===== config.mk =====
export PLATFORM = sky130hd
export DESIGN_NAME = bin_to_bcd_seq_flat
export DESIGN_NICKNAME = d
export VERILOG_FILES = /design/src/rtl/bin_to_bcd_seq_if.sv /design/src/rtl/bin_to_bcd_seq.sv /design/src/flat_wrapper.sv
export SDC_FILE = /design/constraint.sdc
export NUM_CORES = 1
export LEC_CHECK = 0
export BUFFER_PORTS_ARGS = -buffer_cell sky130_fd_sc_hd__buf_2
export CORE_ASPECT_RATIO = 1.5
export CORE_MARGIN = 5
export CORE_UTILIZATION = 41
export CTS_CLUSTER_DIAMETER = 30
export DETAILED_ROUTE_END_ITERATION = 10
export MAX_ROUTING_LAYER = met4
export SYNTH_ARGS = -nofsm -noshare
export SYNTH_HDL_FRONTEND = slang
export SYNTH_SLANG_ARGS = --single-unit

===== constraint.sdc =====
create_clock -name clk -period 1.8 [get_ports clk]
set_input_delay 0.27 -clock clk [delete_from_list [all_inputs] [get_ports clk]]
set_output_delay 0.27 -clock clk [all_outputs]
set_load 0.05 [all_outputs]

===== src/rtl/bin_to_bcd_seq_if.sv =====
// bin_to_bcd_seq_if: request/result bundle between the value source, the converter and the digit decoders.
// Latency: none; plain wires.
// Backpressure: none; start is a request that the converter may ignore while busy or during done.
interface bin_to_bcd_seq_if #(
  parameter int IN_W   = 16,
  parameter int DIGITS = 5
);
  logic                  start;
  logic [IN_W-1:0]       bin_in;
  logic                  enable;
  logic                  busy;
  logic                  done;
  logic                  overflow;
  logic [4*DIGITS-1:0]   bcd_out;

  // Value source / display controller side.
  modport master (
    output start, bin_in, enable,
    input  busy, done, overflow, bcd_out
  );

  // Converter side.
  modport slave (
    input  start, bin_in, enable,
    output busy, done, overflow, bcd_out
  );
endinterface


===== src/rtl/bin_to_bcd_seq.sv =====
// bin_to_bcd_seq: iterative double-dabble binary-to-BCD converter, one input bit per clock, saturating to all-9s.
// Latency: start accepted at edge 0 -> busy for IN_W cycles, done pulse after edge IN_W+1.
// Backpressure: none; start is ignored while busy or during the done cycle. Optional macro: LEADING_ZERO_BLANK_EN.
module bin_to_bcd_seq #(
  parameter int         IN_W       = 16,
  parameter int         DIGITS     = 5,
  parameter logic [3:0] BLANK_CODE = 4'hF
) (
  input logic             clk,
  input logic             rst_n,
  bin_to_bcd_seq_if.slave bus
);
  localparam int CNT_W = $clog2(IN_W + 1);
  localparam int SCR_W = 4 * DIGITS;

  typedef enum logic [1:0] {
    IDLE   = 2'd0,
    SHIFT  = 2'd1,
    FINISH = 2'd2
  } state_t;

  state_t            state_q;
  state_t            state_d;
  logic              load;
  logic              step;
  logic              finish;

  logic [IN_W-1:0]   shift_q;
  logic [SCR_W-1:0]  scratch_q;
  logic [SCR_W-1:0]  scratch_adj;
  logic [CNT_W-1:0]  cnt_q;
  logic              ovf_sticky_q;

  logic [SCR_W-1:0]  result_q;
  logic              overflow_q;
  logic              done_q;
  logic [SCR_W-1:0]  bcd_mask;

  // State register.
  always_ff @(posedge clk or negedge rst_n) begin
    if (!rst_n) begin
      state_q <= IDLE;
    end else begin
      state_q <= state_d;
    end
  end

  // Next state and datapath controls; done_q blocks a start landing in the done cycle.
  always_comb begin
    state_d = state_q;
    load    = 1'b0;
    step    = 1'b0;
    finish  = 1'b0;
    case (state_q)
      IDLE: begin
        if (bus.start && !done_q) begin
          load    = 1'b1;
          state_d = SHIFT;
        end
      end
      SHIFT: begin
        step = 1'b1;
        if (cnt_q == CNT_W'(1)) begin
          state_d = FINISH;
        end
      end
      FINISH: begin
        finish  = 1'b1;
        state_d = IDLE;
      end
      default: begin
        state_d = IDLE;
      end
    endcase
  end

  // Add-3 correction of every scratch digit that would reach 10 or more after doubling.
  always_comb begin
    scratch_adj = scratch_q;
    for (int k = 0; k < DIGITS; k++) begin
      if (scratch_q[4*k +: 4] >= 4'd5) begin
        scratch_adj[4*k +: 4] = scratch_q[4*k +: 4] + 4'd3;
      end
    end
  end

  // Shift engine: capture on accept, then shift one bit per cycle; a 1 leaving the top digit means >= 10^DIGITS.
  always_ff @(posedge clk or negedge rst_n) begin
    if (!rst_n) begin
      shift_q      <= '0;
      scratch_q    <= '0;
      cnt_q        <= '0;
      ovf_sticky_q <= 1'b0;
    end else if (load) begin
      shift_q      <= bus.bin_in;
      scratch_q    <= '0;
      cnt_q        <= CNT_W'(IN_W);
      ovf_sticky_q <= 1'b0;
    end else if (step) begin
      scratch_q <= {scratch_adj[SCR_W-2:0], shift_q[IN_W-1]};
      shift_q   <= {shift_q[IN_W-2:0], 1'b0};
      cnt_q     <= cnt_q - CNT_W'(1);
      if (scratch_adj[SCR_W-1]) begin
        ovf_sticky_q <= 1'b1;
      end
    end
  end

  // Result register: updated only on the FINISH edge, saturating to all nines on overflow.
  always_ff @(posedge clk or negedge rst_n) begin
    if (!rst_n) begin
      result_q   <= '0;
      overflow_q <= 1'b0;
      done_q     <= 1'b0;
    end else begin
      done_q <= finish;
      if (finish) begin
        result_q   <= ovf_sticky_q ? {DIGITS{4'h9}} : scratch_q;
        overflow_q <= ovf_sticky_q;
      end
    end
  end

`ifdef LEADING_ZERO_BLANK_EN
  logic lead;
`endif

  // Display masking: purely combinational so enable never touches the stored result.
  always_comb begin
    bcd_mask = result_q;
`ifdef LEADING_ZERO_BLANK_EN
    lead = 1'b1;
    if (!overflow_q) begin
      for (int k = DIGITS - 1; k >= 1; k--) begin
        if (lead && (result_q[4*k +: 4] == 4'd0)) begin
          bcd_mask[4*k +: 4] = BLANK_CODE;
        end else begin
          lead = 1'b0;
        end
      end
    end
`endif
    if (!bus.enable) begin
      bcd_mask = {DIGITS{BLANK_CODE}};
    end
  end

  assign bus.busy     = (state_q == SHIFT);
  assign bus.done     = done_q;
  assign bus.overflow = overflow_q;
  assign bus.bcd_out  = bcd_mask;

endmodule


===== src/flat_wrapper.sv =====
// flat-port wrapper written by rule: the top's interface ports become plain ports
module bin_to_bcd_seq_flat 
#(
  parameter int         IN_W       = 16,
  parameter int         DIGITS     = 5,
  parameter logic [3:0] BLANK_CODE = 4'hF
)
  (clk, rst_n, bus_start, bus_bin_in, bus_enable, bus_busy, bus_done, bus_overflow, bus_bcd_out);
  bin_to_bcd_seq_if #(.IN_W(IN_W), .DIGITS(DIGITS)) bus_i ();
  input logic clk;
  input logic rst_n;
  input wire logic [$bits(bus_i.start)-1:0] bus_start;
  input wire logic [$bits(bus_i.bin_in)-1:0] bus_bin_in;
  input wire logic [$bits(bus_i.enable)-1:0] bus_enable;
  output wire logic [$bits(bus_i.busy)-1:0] bus_busy;
  output wire logic [$bits(bus_i.done)-1:0] bus_done;
  output wire logic [$bits(bus_i.overflow)-1:0] bus_overflow;
  output wire logic [$bits(bus_i.bcd_out)-1:0] bus_bcd_out;
  assign bus_i.start = bus_start;
  assign bus_i.bin_in = bus_bin_in;
  assign bus_i.enable = bus_enable;
  assign bus_busy = bus_i.busy;
  assign bus_done = bus_i.done;
  assign bus_overflow = bus_i.overflow;
  assign bus_bcd_out = bus_i.bcd_out;
  bin_to_bcd_seq #(.IN_W(IN_W), .DIGITS(DIGITS), .BLANK_CODE(BLANK_CODE)) u_core (.clk(clk), .rst_n(rst_n), .bus(bus_i));
endmodule

**Word-level counts from Yosys, hierarchy flattened**

Cells that the tools add are included.

- Add/subtract/negate cells: 6
- Order comparisons: 5
- Eq/ne operators: 5
- Mux-type cells: 23
- Reduce and logical (&&, ||, !) cells: 7

Operators with widths:

| operator | number |
|---|---|
| 20-bit 2-to-1 mux | 4 |
| 16-bit 2-to-1 mux | 2 |
| 4-bit by 2-bit adder with 4-bit output (second input constant) | 5 |
| 4-bit by 3-bit greater-or-equal comparator with 1-bit output (second input constant) | 5 |
| 4-bit 2-to-1 mux | 5 |
| 5-bit 2-to-1 mux | 2 |
| 1-bit 2-to-1 mux | 7 |
| 5-bit by 1-bit equality test with 1-bit output (second input constant) | 1 |
| 5-bit by 1-bit subtractor with 5-bit output (second input constant) | 1 |
| 2-bit 2-to-1 mux | 2 |
| 2-bit by 1-bit != test with 1-bit output (second input constant) | 2 |
| 2-bit case mux with 2 select lines | 1 |
| 2-bit AND reduction | 2 |
| 2-bit nonzero test | 2 |
| 2-bit by 1-bit equality test with 1-bit output (second input constant) | 1 |
| 2-bit equality test (second input constant) | 1 |
| 2-bit zero test | 1 |
| 1-bit logical AND | 1 |
| 1-bit zero test | 1 |

- Register bits: 66
- Input port bits: 20
- Output and inout bits: 23
- Logic and storage cells: 54

**Depth between registers and ports, before layout**

Gate-level depths: netlist (run 1).

- Depth after elaboration: 6
- Mapped depth: 6
- Depth with buffers taken out: 6

**Worst setup path after synthesis (run 1)**

OpenSTA, ideal clock, no wires.

- Kind: register -> register
- Start: register u_core.done_q, in the netlist u_core.bus.done
- End: register u_core.shift_q[15]
- Setup time: 121 ps
- Arrival time: 1499 ps
- Required time: 1679 ps
- Path slack: 180 ps
- Cell stages (with the launch flop): 7
- Buffers on the path: 2
- Clock period less this slack: 1620 ps
- Cells stage by stage: dfrtp_1 nand2b_1 a21o_1 buf_2 buf_6 a22oi_1 nand2_1

- Longest elaborated chain between the ends: 5
- Elaborated cells between the ends (all ways): 6
- Classes of those cells: 3 x mux; 3 x reduce/logical

RTL lines:

| element | line | source |
|---|---|---|
| from (decl) | bin_to_bcd_seq.sv:36 | `logic done_q;` |
| from (signal assigned) | bin_to_bcd_seq.sv:116 | `done_q <= finish;` |
| 1-bit zero test (*) | bin_to_bcd_seq.sv:56 | `if (bus.start && !done_q) begin` |
| 1-bit logical AND (*) | bin_to_bcd_seq.sv:56 |  |
| 1-bit 2-to-1 mux (*) | bin_to_bcd_seq.sv:56 |  |
| 1-bit 2-to-1 mux (*) | bin_to_bcd_seq.sv:54 | `case (state_q)` |
| 16-bit 2-to-1 mux / 2-bit nonzero test (equally long branches) | - |  |
| to (signal assigned) | bin_to_bcd_seq.sv:95 | `shift_q <= bus.bin_in;` |
| to (signal assigned) | bin_to_bcd_seq.sv:101 | `shift_q <= {shift_q[IN_W-2:0], 1'b0};` |
| to (decl) | bin_to_bcd_seq.sv:28 | `logic [IN_W-1:0] shift_q;` |

Every way passes the cells marked *; elsewhere a longest branch is shown, timed or not.
A chain may end at the register's enable or synchronous reset.

**Worst setup path after layout (run 1)**

- Start: register u_core.state_q[1]
- End: output port bus_busy

- Longest elaborated chain between the ends: 1

RTL lines:

| element | line | source |
|---|---|---|
| from (decl) | bin_to_bcd_seq.sv:22 | `state_t state_q;` |
| from (signal assigned) | bin_to_bcd_seq.sv:44 | `state_q <= state_d;` |
| 2-bit by 1-bit equality test with 1-bit output | bin_to_bcd_seq.sv:148 | `assign bus.busy = (state_q == SHIFT);` |
| to (decl) | flat_wrapper.sv:15 | `output wire logic [$bits(bus_i.busy)-1:0] bus_busy;` |

Every way passes these cells.

==> out/metrics.cfg, run 1 <==
[layout]
drive_above_1_share_pct=17.6
final_util_pct=50.2
fin_cells=483
nNetsFinal=408
antenna_cells=0
area_delta_synth_final_pct=20.2

[routing]
drtPass1Iterations=4
drt_iter0_drc=153
ant_nets=0
wl_per_cell_um=13.3
drc_errors=0
vias=2417
totalWireLength_mm=6.42
via_per_inst=5.00

[clock_tree]
cts-root-buf=clkbuf_16
clockBufferDepth=2
clk_pin_slew_worst_paths_ns=0.05
clock-sinks=66
htreeDepth=3
clk_latency_ns=0.33
cts_tree=built
cts_made_buffers=9
postCtsSetupBuffers=0

[power]
p_seq_share_pct=37.6
switching_share_pct=38.5
irDropWorstVdd_v=0.000736
clockPowerShare_pct=25.9
cellPowerDensity_nw_per_um2=1760
p_switching_uw=2590
leakage_uw=0.00185
internal-power_uw=4140
combPwrFrac_pct=36.5

[yosys]
synth_edf_count=0
synth_top_area_cell=dfrtp_1
seq_area_frac_synth_pct=51.9
yosysMostFrequentCell=nand2_1
netlist_instances=332
synth_warnings=0
synthTopCellsByCount=nand2_1, dfrtp_1, o21ai_0, nand2b_1, a22oi_1
syn_nets=364
synth_seq_cells=66
syn_avg_cell_area_um2=9.58
synthArstFlopShare_pct=100
ys.flop_type=dfrtp_1
synth_area_um2=3180
synth_top_area_share_pct=51.9
synthTopCellsByArea=dfrtp_1, nand2_1, nand2b_1
ys_types=28

[worst_setup_path]
crit_buf_inv=2
path_cells=nand2b_1, inv_4, clkbuf_4
crit_family=flip-flops
crit_path_max_incr_delay_ns=0.42
path_max_fanout=12
arrival_ns=1.40
cp-end-kind=primary output
critPathKind=reg2out
slowest_stage=dfrtp_1
start_kind=register
cp.required_ns=1.53

[floorplan]
die-area_um2=9660
num_io_pins=43
die_w_um=81.9
start_util_pct=41.8
rows=39
fp.dieH_um=118
core_um2=7610

[timing]
finalHoldViolations=0
tightestPinTransition_ns=0.716
timing.final.crit_share_pct=93.0
max_freq_mhz=597
min_period_ns=1.67
rsz0062_at_grt=no
fin_skew_ns=0.00597
setup_ws_ns=0.126
finalSetupTns_ns=0
setup_viol=0
relSlewSlack_pct=52.3
slew_violations=0

[run_status]
outcome=completed

[global_route]
grt_antenna_before_repair=0
first_global_vias=2428
grt_max_degree=33
grt_overflow=0
grt_util_met2_pct=24.3
gr-usage-met1_pct=17.8
grt_util_met3_pct=3.91
grtUsageTotal_pct=15.4
busiest_layer=met2
grt_pass1_wl_mm=11.1

[placement]
gp_routability_congestion=0.774
io_buffer_count=42
pre_cts_ws_ns=0.243
placed_cells=466
dpl.hpwl_mm=4.50

[job]
cap_violations=0

[min_path]
worstHoldPathType=in2reg

sequential cells by signal, indices dropped and copies added (netlist names):
signal / cells
u_core.bus.done: 1
u_core.bus.overflow: 1
u_core.cnt_q: 5
u_core.ovf_sticky_q: 1
u_core.result_q: 20
u_core.scratch_q: 20
u_core.shift_q: 16
u_core.state_q: 2
routing by layer:
metal | vias to the layer above | share of wire (%)
met5 | - | 0
met4 | 0 | 2.2
met3 | 11 | 4.0
met2 | 44 | 50
met1 | 1145 | 43
li1 | 1217 | -
per-stage QoR:
stage | power [uW] | instance area (um2) | hold slack [ns]
after floorplan | 4410 | 3180 | -0.0256
after CTS | 6830 | 3820 | 0.146
after detailed placement | 5040 | 3510 | 0.250
final | 6720 | 3820 | 0.162
after global routing | 7290 | 3820 | 0.161
after global placement | 4960 | 3510 | 0.253
layout make-up:
| cell class | count | area (um2) |
|---|---|---|
| fill | 760 | 3790 |
| sequential | 66 | 1650 |
| multi-input combinational | 233 | 1380 |
| timing repair buffer | 51 | 308 |
| clock buffer | 14 | 264 |
| tap | 102 | 128 |
| inverter | 15 | 58.8 |
| clock inverter | 2 | 35.0 |
cells by family after synthesis:
family                   share of synthesized area (%)
adder cells (fa/ha/maj)                           4.72
AND/OR/NAND/NOR                                   19.2
XOR/XNOR                                          2.75
multiplexers                                      1.93
buffers and inverters                             4.72
flip-flops                                        51.9
AO/OA/AOI/OAI                                     14.8
power groups by stage:
stage          clock network [uW]  logic, uW  registers [uW]
2_1_floorplan                   0       2010            2400
3_3_place_gp                    0       2430            2530
3_5_place_dp                    0       2480            2560
4_1_cts                      1800       2490            2540
5_1_grt                      1860       2800            2630
6_report                     1740       2450            2530
worst register-to-register path, delay by kind of cell, from the launching register on:
kind,cells,cell delay [ns]
flip-flops,1,0.41
multiplexers,1,0.24
adder cells (fa/ha/maj),1,0.21
buffers and inverters,1,0.12
AND/OR/NAND/NOR,1,0.06
AO/OA/AOI/OAI,2,0.46
placed cells by master (no fill, tap or decap), drive strengths merged, types with 6 or more instances in the layout:
cell type	n
nor3	6
a22o	6
o21ai	35
o31ai	13
inv	15
nand2	68
clkbuf	15
nand2b	32
nor2	10
dfrtp	66
buf	49
a22oi	15
nand3	9
ha	12
repair_timing:
action                                  in CTS  in global routing
endpoints found under the hold margin       16                  0
hold buffers                                 1                  0
resized for setup                            0                  2
endpoints found under the setup margin       0                  1
path summary, 6_finish.rpt:
| check | startpoint | to | slack (ns) | depth (start not counted) |
|---|---|---|---|---|
| worst min register to register | u_core.result_q[5] | u_core.result_q[5] | 0.46 | 2 |
| max in group asynchronous | rst_n | u_core.result_q[11] | 0.77 | 3 |
| worst max register to register | u_core.scratch_q[0] | u_core.scratch_q[2] | 0.24 | 6 |
| min in group asynchronous | rst_n | u_core.scratch_q[16] | 0.43 | 2 |
| worst max-delay path | u_core.state_q[1] | bus_busy | 0.13 | 3 |
| worst min-delay path | bus_bin_in[0] | u_core.shift_q[0] | 0.16 | 2 |
(Power assumes the default switching activity.)
==> run 2: changes to the inputs <==
==> constraint.sdc (replaced) <==
create_clock -name clk -period 1.8 [get_ports clk]
set_input_delay 0.45 -clock clk [delete_from_list [all_inputs] [get_ports clk]]
set_output_delay 0.45 -clock clk [all_outputs]
set_load 0.05 [all_outputs]
==> run 2 against run 1 <==
Net effect: flip-flop and latch count is the same; first-iteration DRC count shrank 33%; non-clock buffer count is 1 higher; clock power barely moved; maximum frequency decreased by 2.9%; sequential power hardly changed; hold slack got worse by 0.10 ns; highest routed layer unchanged.
==> out/metrics.cfg, run 2 (synthesized netlist as in run 1, its figures left out) <==
[power]
irDropWorstVdd_v=0.000737  ; +0.14%
leakage_uw=0.00186  ; +0.54%
cellPowerDensity_nw_per_um2=1760  ; -0.12%

[clock_tree]
cts-root-buf=clkbuf_16
clockBufferDepth=2  ; unchanged
clock-sinks=66  ; unchanged
htreeDepth=3  ; unchanged
cts_made_buffers=9  ; unchanged
cts_tree=built
ctsHoldBuffers=0  ; -1
clk_pin_slew_worst_paths_ns=0.05  ; about the same
postCtsSetupBuffers=0  ; unchanged
clk_latency_ns=0.33  ; about the same

[timing]
min_period_ns=1.72  ; +0.0509 ns
setup_ws_ns=0.0752  ; -0.0509 ns
slew_violations=0  ; unchanged
setup_viol=0  ; unchanged
holdWs_ns=0.0603  ; -0.102 ns
timing.final.crit_share_pct=95.8  ; +2.8 points
max_freq_mhz=580  ; -2.9%
fin_skew_ns=0.00724  ; +0.00127 ns
tightestPinTransition_ns=0.678  ; -0.0374 ns
rsz0062_at_grt=no
relSlewSlack_pct=54.6  ; +2.3 points
finalHoldViolations=0  ; unchanged

[run_status]
outcome=completed

[layout]
area_delta_synth_final_pct=21.3
layout_common_cells=nand2_1, dfrtp_1, buf_2
regArea_um2=1650  ; unchanged
nNetsFinal=409  ; +0.25%
top_regs=u_core.result_q: 20 flops, u_core.scratch_q: 20 flops, u_core.shift_q: 16 flops
antenna_cells=0  ; unchanged
drive_above_1_share_pct=19.1  ; +1.5 points
multi_input_area_um2=1390  ; +1.0%
final.fill_count=725  ; -4.6%
layout_commonest_cell=nand2_1

[routing]
via_per_inst=5.00  ; about the same
ant_nets=0  ; unchanged
drt_iter0_drc=103  ; -33%
drtPass1Iterations=4  ; unchanged
totalWireLength_mm=6.19  ; -3.5%
wl_per_cell_um=12.8  ; -3.7%
vias=2421  ; +0.17%
drc_errors=0  ; unchanged

[worst_setup_path]
cp.required_ns=1.35  ; -0.18 ns
r2r-start=u_core.scratch_q[12]
critPathKind=reg2out
path_max_fanout=6  ; -6
worst_r2r_endpoint=u_core.scratch_q[14]
start_kind=register
cp-end-kind=primary output
r2r_cells=6  ; unchanged
arrival_ns=1.27  ; -0.13 ns
rrSetupSlack_ns=0.25  ; about the same

[floorplan]
fp.dieH_um=118  ; unchanged
rows=39  ; unchanged
die-area_um2=9660  ; unchanged
die_w_um=81.9  ; unchanged
core_um2=7610  ; unchanged
num_io_pins=43  ; unchanged
start_util_pct=41.8  ; unchanged

[global_route]
grt_max_degree=31  ; -6.1%
grt_antenna_before_repair=0  ; unchanged
grtUsageTotal_pct=15.0  ; -0.37 points
grt_pass1_wl_mm=11.0  ; -1.1%
first_global_vias=2412  ; -0.66%
grt_overflow=0  ; unchanged

[job]
cap_violations=0  ; unchanged

[placement]
io_buffer_count=42  ; unchanged
pre_cts_ws_ns=-0.0397  ; -0.282 ns
dpl.hpwl_mm=4.36  ; -3.1%
gp_routability_congestion=0.769  ; -0.63%

[min_path]
worstHoldPathType=in2async

run 2: cell count changes in the layout (fill, tap and decap cells not counted), sizes merged:
cell / before / now
clkinvlp: 0 / 1
clkbuf: 15 / 11
buf: 49 / 52
clkinv: 1 / 3
dlygate4sd3: 1 / 0
run 2: where the power goes:
| group | total, uW | switching (uW) | internal (uW) | leakage [uW] |
|---|---|---|---|---|
| Sequential | 2530 | 490 | 2040 | 0.000820 |
| Combinational | 2480 | 1500 | 989 | 0.000893 |
| Clock | 1760 | 621 | 1140 | 0.000151 |
| Total | 6780 | 2610 | 4170 | 0.00186 |
run 2: routing by layer:
layer | up-vias | GRT usage (%) | share of wire, % | routed length [um]
met1 | 1156 | 17.0 | 44 | 2710
met5 | - | - | 0 | 0
met4 | 0 | 7.17 | 2.6 | 161
met2 | 42 | 24.0 | 49 | 3030
met3 | 12 | 4.13 | 4.8 | 295
li1 | 1211 | - | - | -
run 2: stage by stage:
stage                     std cells  utilization [%]  total power [uW]  cell area (um2)  TNS, ns
after detailed placement        468             46.5              5060             3540   -0.463
final                           484             50.7              6780             3860        0
after CTS                       484             50.5              6860             3850        0
after floorplan                 332                -              4410             3180        0
after global routing            484             50.7              7320             3860        0
after global placement          468             46.5              4980             3540  -0.0450
run 2: layout make-up:
class / instances / share of cell area [%]
Clock buffer: 11 / 6.55
Clock inverter: 5 / 1.36
Inverter: 15 / 1.46
Multi-Input combinational cell: 233 / 36.1
Sequential cell: 66 / 42.8
Tap cell: 102 / 3.31
Timing Repair Buffer: 52 / 8.43
run 2: worst max-delay path: stages, from the launching register on:
cell and delay (ns):
dfrtp_1 0.45, nand2b_4 0.20, inv_2 0.10, buf_4 0.20
run 2: how the worst max path moves through the flow:
| stage | from | to | slack (ns) | cells after the start |
|---|---|---|---|---|
| 2_1_floorplan | u_core.bus.done | u_core.shift_q[15] | 0.18 | 6 |
| 3_3_place_gp | bus_start | u_core.shift_q[13] | -0.009 | 5 |
| 3_5_place_dp | bus_start | u_core.shift_q[7] | -0.04 | 5 |
| 4_1_cts | u_core.state_q[1] | bus_busy | 0.005 | 3 |
| 5_1_grt | u_core.state_q[1] | bus_busy | 0.01 | 3 |
| 6_report | u_core.state_q[1] | bus_busy | 0.08 | 3 |
run 2: timing repair:
item	in CTS	in global routing
pin swaps	0	0
resized for setup	2	2
endpoints found under the setup margin	1	18
